==> src/rtl/neureka_stream_unpacker_pkg.sv <==
// Shared types and constants for the NEUREKA wide-to-narrow stream unpacker.
package neureka_stream_unpacker_pkg;

  localparam int unsigned NEUREKA_MEM_BANDWIDTH_EXT = 256;
  localparam int unsigned NEUREKA_UNPACK_RATIO      = NEUREKA_MEM_BANDWIDTH_EXT / 32;
  localparam int unsigned NEUREKA_UNPACK_CNT_W      = 16;

  typedef enum logic [1:0] {
    IDLE = 2'd0,
    RUN  = 2'd1,
    DONE = 2'd2
  } unpacker_state_t;

  typedef struct packed {
    logic                            start;
    logic [NEUREKA_UNPACK_CNT_W-1:0] tot_words;
  } ctrl_unpacker_t;

  typedef struct packed {
    logic                            busy;
    logic                            done;
    logic [NEUREKA_UNPACK_CNT_W-1:0] words_left;
  } flags_unpacker_t;

  // A single-word beat still needs a 1-bit index so the select logic stays uniform.
  function automatic int unsigned unpack_idx_width(input int unsigned ratio);
    return (ratio > 1) ? $clog2(ratio) : 1;
  endfunction

endpackage

==> src/rtl/neureka_stream_unpacker_buffer.sv <==
// Holds one wide beat and presents the word selected by the current index.
module neureka_stream_unpacker_buffer #(
  parameter int unsigned BW        = 256,
  parameter int unsigned OUT_WIDTH = 32,
  parameter int unsigned IDX_W     = 3
) (
  input  logic                 clk_i,
  input  logic                 rst_ni,
  input  logic                 clear_i,
  input  logic                 load_i,
  input  logic [BW-1:0]        data_i,
  input  logic [IDX_W-1:0]     idx_i,
  output logic [OUT_WIDTH-1:0] word_o
);

  logic [BW-1:0] data_d, data_q;

  always_comb begin
    data_d = data_q;
    if (clear_i) begin
      data_d = '0;
    end else if (load_i) begin
      data_d = data_i;
    end
  end

  always_ff @(posedge clk_i or negedge rst_ni) begin
    if (!rst_ni) begin
      data_q <= '0;
    end else begin
      data_q <= data_d;
    end
  end

  assign word_o = data_q[int'(idx_i) * OUT_WIDTH +: OUT_WIDTH];

endmodule

==> src/rtl/neureka_stream_unpacker.sv <==
// Splits wide streamer beats into LSB-first narrow words for a programmed word count.
module neureka_stream_unpacker
  import neureka_stream_unpacker_pkg::*;
#(
  parameter int unsigned BW        = NEUREKA_MEM_BANDWIDTH_EXT,
  parameter int unsigned OUT_WIDTH = 32,
  parameter int unsigned CNT_WIDTH = NEUREKA_UNPACK_CNT_W
) (
  input  logic                   clk_i,
  input  logic                   rst_ni,
  input  logic                   clear_i,
  input  logic                   enable_i,
  input  logic                   start_i,
  input  logic [CNT_WIDTH-1:0]   tot_words_i,
  input  logic                   push_valid_i,
  output logic                   push_ready_o,
  input  logic [BW-1:0]          push_data_i,
  output logic                   pop_valid_o,
  input  logic                   pop_ready_i,
  output logic [OUT_WIDTH-1:0]   pop_data_o,
  output logic [OUT_WIDTH/8-1:0] pop_strb_o,
  output logic                   busy_o,
  output logic                   done_o,
  output logic [CNT_WIDTH-1:0]   words_left_o
);

  localparam int unsigned R     = BW / OUT_WIDTH;
  localparam int unsigned IDX_W = unpack_idx_width(R);
  localparam logic [IDX_W-1:0] IDX_LAST = IDX_W'(R - 1);

  unpacker_state_t      state_d, state_q;
  logic [IDX_W-1:0]     idx_d, idx_q;
  logic                 buf_valid_d, buf_valid_q;
  logic [CNT_WIDTH-1:0] words_left_d, words_left_q;
  logic                 busy_d, busy_q;
  logic                 done_d, done_q;

  logic pop_valid, pop_hs, push_ready, push_hs, last_word, wrap;

  assign pop_valid = buf_valid_q & enable_i;
  assign pop_hs    = pop_valid & pop_ready_i;
  assign last_word = (words_left_q == CNT_WIDTH'(1));
  assign wrap      = (idx_q == IDX_LAST);
  // Refill on the wrap handshake keeps one word per cycle across beat boundaries;
  // the final word never pulls another beat. Clear blocks intake so no beat is lost.
  assign push_ready = enable_i & ~clear_i & (state_q == RUN) &
                      (~buf_valid_q | (pop_hs & wrap & ~last_word));
  assign push_hs    = push_valid_i & push_ready;

  always_comb begin
    state_d      = state_q;
    idx_d        = idx_q;
    buf_valid_d  = buf_valid_q;
    words_left_d = words_left_q;
    busy_d       = busy_q;
    done_d       = 1'b0;
    if (clear_i) begin
      state_d      = IDLE;
      idx_d        = '0;
      buf_valid_d  = 1'b0;
      words_left_d = '0;
      busy_d       = 1'b0;
    end else if (enable_i) begin
      case (state_q)
        IDLE: begin
          if (start_i) begin
            if (tot_words_i != '0) begin
              state_d      = RUN;
              words_left_d = tot_words_i;
              busy_d       = 1'b1;
            end else begin
              state_d = DONE;
              done_d  = 1'b1;
            end
          end
        end
        RUN: begin
          if (pop_hs) begin
            words_left_d = words_left_q - CNT_WIDTH'(1);
            if (last_word) begin
              idx_d       = '0;
              buf_valid_d = 1'b0;
              busy_d      = 1'b0;
              done_d      = 1'b1;
              state_d     = DONE;
            end else if (wrap) begin
              idx_d       = '0;
              buf_valid_d = push_hs;
            end else begin
              idx_d = idx_q + IDX_W'(1);
            end
          end else if (push_hs) begin
            buf_valid_d = 1'b1;
          end
        end
        DONE:    state_d = IDLE;
        default: state_d = IDLE;
      endcase
    end else if (state_q == DONE) begin
      state_d = IDLE;
    end
  end

  always_ff @(posedge clk_i or negedge rst_ni) begin
    if (!rst_ni) begin
      state_q      <= IDLE;
      idx_q        <= '0;
      buf_valid_q  <= 1'b0;
      words_left_q <= '0;
      busy_q       <= 1'b0;
      done_q       <= 1'b0;
    end else begin
      state_q      <= state_d;
      idx_q        <= idx_d;
      buf_valid_q  <= buf_valid_d;
      words_left_q <= words_left_d;
      busy_q       <= busy_d;
      done_q       <= done_d;
    end
  end

  neureka_stream_unpacker_buffer #(
    .BW        (BW),
    .OUT_WIDTH (OUT_WIDTH),
    .IDX_W     (IDX_W)
  ) i_buffer (
    .clk_i   (clk_i),
    .rst_ni  (rst_ni),
    .clear_i (clear_i),
    .load_i  (push_hs),
    .data_i  (push_data_i),
    .idx_i   (idx_q),
    .word_o  (pop_data_o)
  );

  assign push_ready_o = push_ready;
  assign pop_valid_o  = pop_valid;
  assign pop_strb_o   = '1;
  assign busy_o       = busy_q;
  assign done_o       = done_q;
  assign words_left_o = words_left_q;

endmodule

==> config.mk <==
export PLATFORM = sky130hd
export DESIGN_NAME = neureka_stream_unpacker
export DESIGN_NICKNAME = d
export VERILOG_FILES = /design/src/rtl/neureka_stream_unpacker_pkg.sv /design/src/rtl/neureka_stream_unpacker_buffer.sv /design/src/rtl/neureka_stream_unpacker.sv
export SDC_FILE = /design/constraint.sdc
export NUM_CORES = 1
export LEC_CHECK = 0
export ABC_AREA = 1
export CAP_MARGIN = 15
export CORE_UTILIZATION = 55
export CTS_CLUSTER_SIZE = 8
export DETAILED_ROUTE_END_ITERATION = 6
export DONT_BUFFER_PORTS = 1
export HOLD_SLACK_MARGIN = 0.03
export PLACE_DENSITY = 0.7
export SYNTH_ARGS = -nofsm -noshare
export SYNTH_HDL_FRONTEND = slang
export SYNTH_SLANG_ARGS = --single-unit
==> constraint.sdc <==
create_clock -name clk_i -period 3.1 [get_ports clk_i]
set_input_delay 0.465 -clock clk_i [delete_from_list [all_inputs] [get_ports clk_i]]
set_output_delay 0.465 -clock clk_i [all_outputs]
set_load 0.05 [all_outputs]
==> impl_metrics.ini <==
[status]
status = finished, violations left
violations = hold timing

[final_layout]
synthToLayoutAreaGrowth_pct = 9.36
nNetsFinal = 2012
seqCellArea_um2 = 7010
multiInputGateArea_um2 = 5880
fill_cells = 2314
drive_gt1_share_pct = 8.67

[synth]
yosysMostFrequentCell = nand3_1
synth-seq-cells = 280
synthCells = 1778
ys.flop_type = dfrtp_1
synth_area_leaders = dfrtp_1 49%, nand3_1 14%, o21ai_0 7.7%, nand2_1 6.3%, a21oi_1 4.6%
seq_area_frac_synth_pct = 49.4
syn_avg_cell_area_um2 = 7.98
yosys.area.top_type = dfrtp_1
async_flop_share_pct = 100
synth_edf_count = 0
synth_top_area_share_pct = 49.4
synth.top_cells.by_count = 397 x nand3_1, 280 x dfrtp_1, 238 x nand2_1
synth_cell_types = 34
yosysWarnings = 0
syn_area_um2 = 14200

[die]
die_width_um = 163
dieArea_um2 = 26400
die_h_um = 163
start_util_pct = 56.2
core.rowCount = 58
io_pins = 335
core_area_um2 = 25300

[worst_setup_path]
worst_setup_path_start_kind = flip-flop
crit_required_ps = 2630
worstPathMaxFanout = 33
r2r_slack_ps = 540
worstSetupEndpointType = output pin
critical_path_class = reg2out
crit_arrival_ps = 2500

[pwr]
p_int_mw = 6.89
p_leak_nw = 7.28
p_per_area_nw_per_um2 = 684
clkPwrFrac_pct = 36.1
p_sw_share_pct = 35.1
vdd_ir_drop_max_mv = 0.537
seqPwrFrac_pct = 37.5
power_switching_mw = 3.72
comb_power_share_pct = 26.4
p_total_mw = 10.6

[timing]
finalHoldViolations = 280
clock_skew_ps = 17.0
min_period_over_period_pct = 95.5
rsz0062_at_grt = false
worst_pin_slew_ps = 691
setup_viol = 0
fin_ws_ps = 139
holdWs_ps = -355
tns_ps = 0
finalWorstPathRequiredPeriod_ps = 2960
maxSlewViolCount = 0
fmax_mhz = 338
slew_headroom_pct = 53.9

[cts]
root_buffer = clkbuf_16
cts_made_buffers = 40
cts_tree = built
cts_setup_buffers = 0
clockBufferDepth = 3
insertion_delay_ps = 520
cts_max_level = 2
clkSlewWorstSetupHoldPaths_ps = 50
clock_sinks = 280

[global_route]
overflow = 0
antenna_found_initial = 5
grt_pass1_vias = 12000
grt_max_degree = 281
grt_pass1_wl_mm = 66.7
track_usage_pct = 32.7

[placement]
place_hpwl_mm = 28.7
place.gp.congestion = 0.869
pre_cts_ws_ps = 561
port_buffers = 0

[routing]
routed-via-count = 12400
ant_nets = 0
routed_wl_mm = 43.4
routedWlPerCell_um = 21.0
routed_via_density = 6.02
drt_iter0_drc = 1231
drtPass1Iterations = 6
drc = 0

[run]
cap_violations = 0

[min_path]
hp-class = in2async
worst max-delay path: stages, from the launching register on:
cell     delay, ps
dfrtp_4        640
buf_4          380
o21ai_0        310
nand2_1        150
nor2_1          50
a31oi_1        210
buf_4          230
metrics by stage:
step | util (%) | hold WS (ps) | cells | instance area (um2)
finish | 61.4 | -355 | 2065 | 15500
global route | 61.4 | -366 | 2062 | 15500
CTS | 61.3 | -353 | 2060 | 15500
detailed placement | 57.2 | 185 | 2017 | 14500
global placement | 57.2 | 185 | 2017 | 14500
floorplan | - | 169 | 1781 | 14200
cells by family (layout without fill, tap and decap cells):
logic type,count (synthesis),in the layout,share of synthesized area (%)
AND/OR/NAND/NOR,715,715,22.8
AO/OA/AOI/OAI,458,458,17.5
buffers and inverters,311,260,9.35
flip-flops,280,280,49.4
XOR/XNOR,8,8,0.494
adder cells (fa/ha/maj),4,4,0.353
other,1,9,0.0264
multiplexers,1,1,0.0706
final cells by class:
| type | instances | share of cell area (%) |
|---|---|---|
| diodes | 5 | 0.0807 |
| clock buffers | 43 | 6.66 |
| inverters | 158 | 3.89 |
| multi-input cells | 1190 | 37.9 |
| flip-flops and latches | 280 | 45.2 |
| well taps | 330 | 2.66 |
| repair buffers | 59 | 3.61 |
metal layers:
layer | share of wire, % | vias up | global-route usage [%] | routed length [um]
met2 | 47 | 481 | 53.0 | 20400
met3 | 8.3 | 88 | 7.18 | 3600
met5 | 0.030 | - | 0 | 13
met4 | 3.0 | 2 | 11.1 | 1300
met1 | 42 | 5957 | 43.4 | 18100
li1 | - | 5894 | - | -
flip-flops by register name, indices dropped and copies added (netlist names):
register         cells
done_o               1
words_left_o        16
buf_valid_q          1
state_q              2
busy_o               1
i_buffer.data_q    256
idx_q                3
cells in the final DEF (no fill, tap or decap), drive strengths merged, types with 5 or more instances in the layout:
master	netlist	routed
diode	0	5
o21ai	280	280
o22ai	6	6
dfrtp	280	280
nand2	241	241
a21oi	132	132
inv	157	157
nand3	398	398
clkbuf	73	43
xor2	6	6
a31oi	33	33
o211ai	6	6
nor2	71	71
buf	80	59
final timing paths:
| kind | cells past startpoint | to | startpoint |
|---|---|---|---|
| min | 0 | i_buffer.data_q[168]$_DFFE_PN0P_ | rst_ni |
| max in group asynchronous | 0 | i_buffer.data_q[67]$_DFFE_PN0P_ | rst_ni |
| min reg2reg | 2 | i_buffer.data_q[135]$_DFFE_PN0P_ | i_buffer.data_q[135]$_DFFE_PN0P_ |
| max reg2reg | 11 | i_buffer.data_q[67]$_DFFE_PN0P_ | words_left_o[1]$_DFFE_PN0P_ |
| min in group clk_i | 2 | i_buffer.data_q[246]$_DFFE_PN0P_ | push_data_i[246] |
| max | 6 | pop_data_o[14] | idx_q[0]$_DFFE_PN0P_ |
timing repair:
action,in CTS,in global routing
endpoints found under the setup margin,0,20
gates resized for setup,0,3
endpoints found under the hold margin,280,280
power by group through the flow:
stage          registers (mW)  clock network (mW)  logic (mW)
3_5_place_dp             4.03                   0        2.79
2_1_floorplan            3.99                   0        2.04
6_report                 3.97                3.83        2.80
5_1_grt                  3.99                4.00        3.01
3_3_place_gp             4.02                   0        2.76
4_1_cts                  3.97                3.86        2.80
Power figures use the tool's default switching activity.
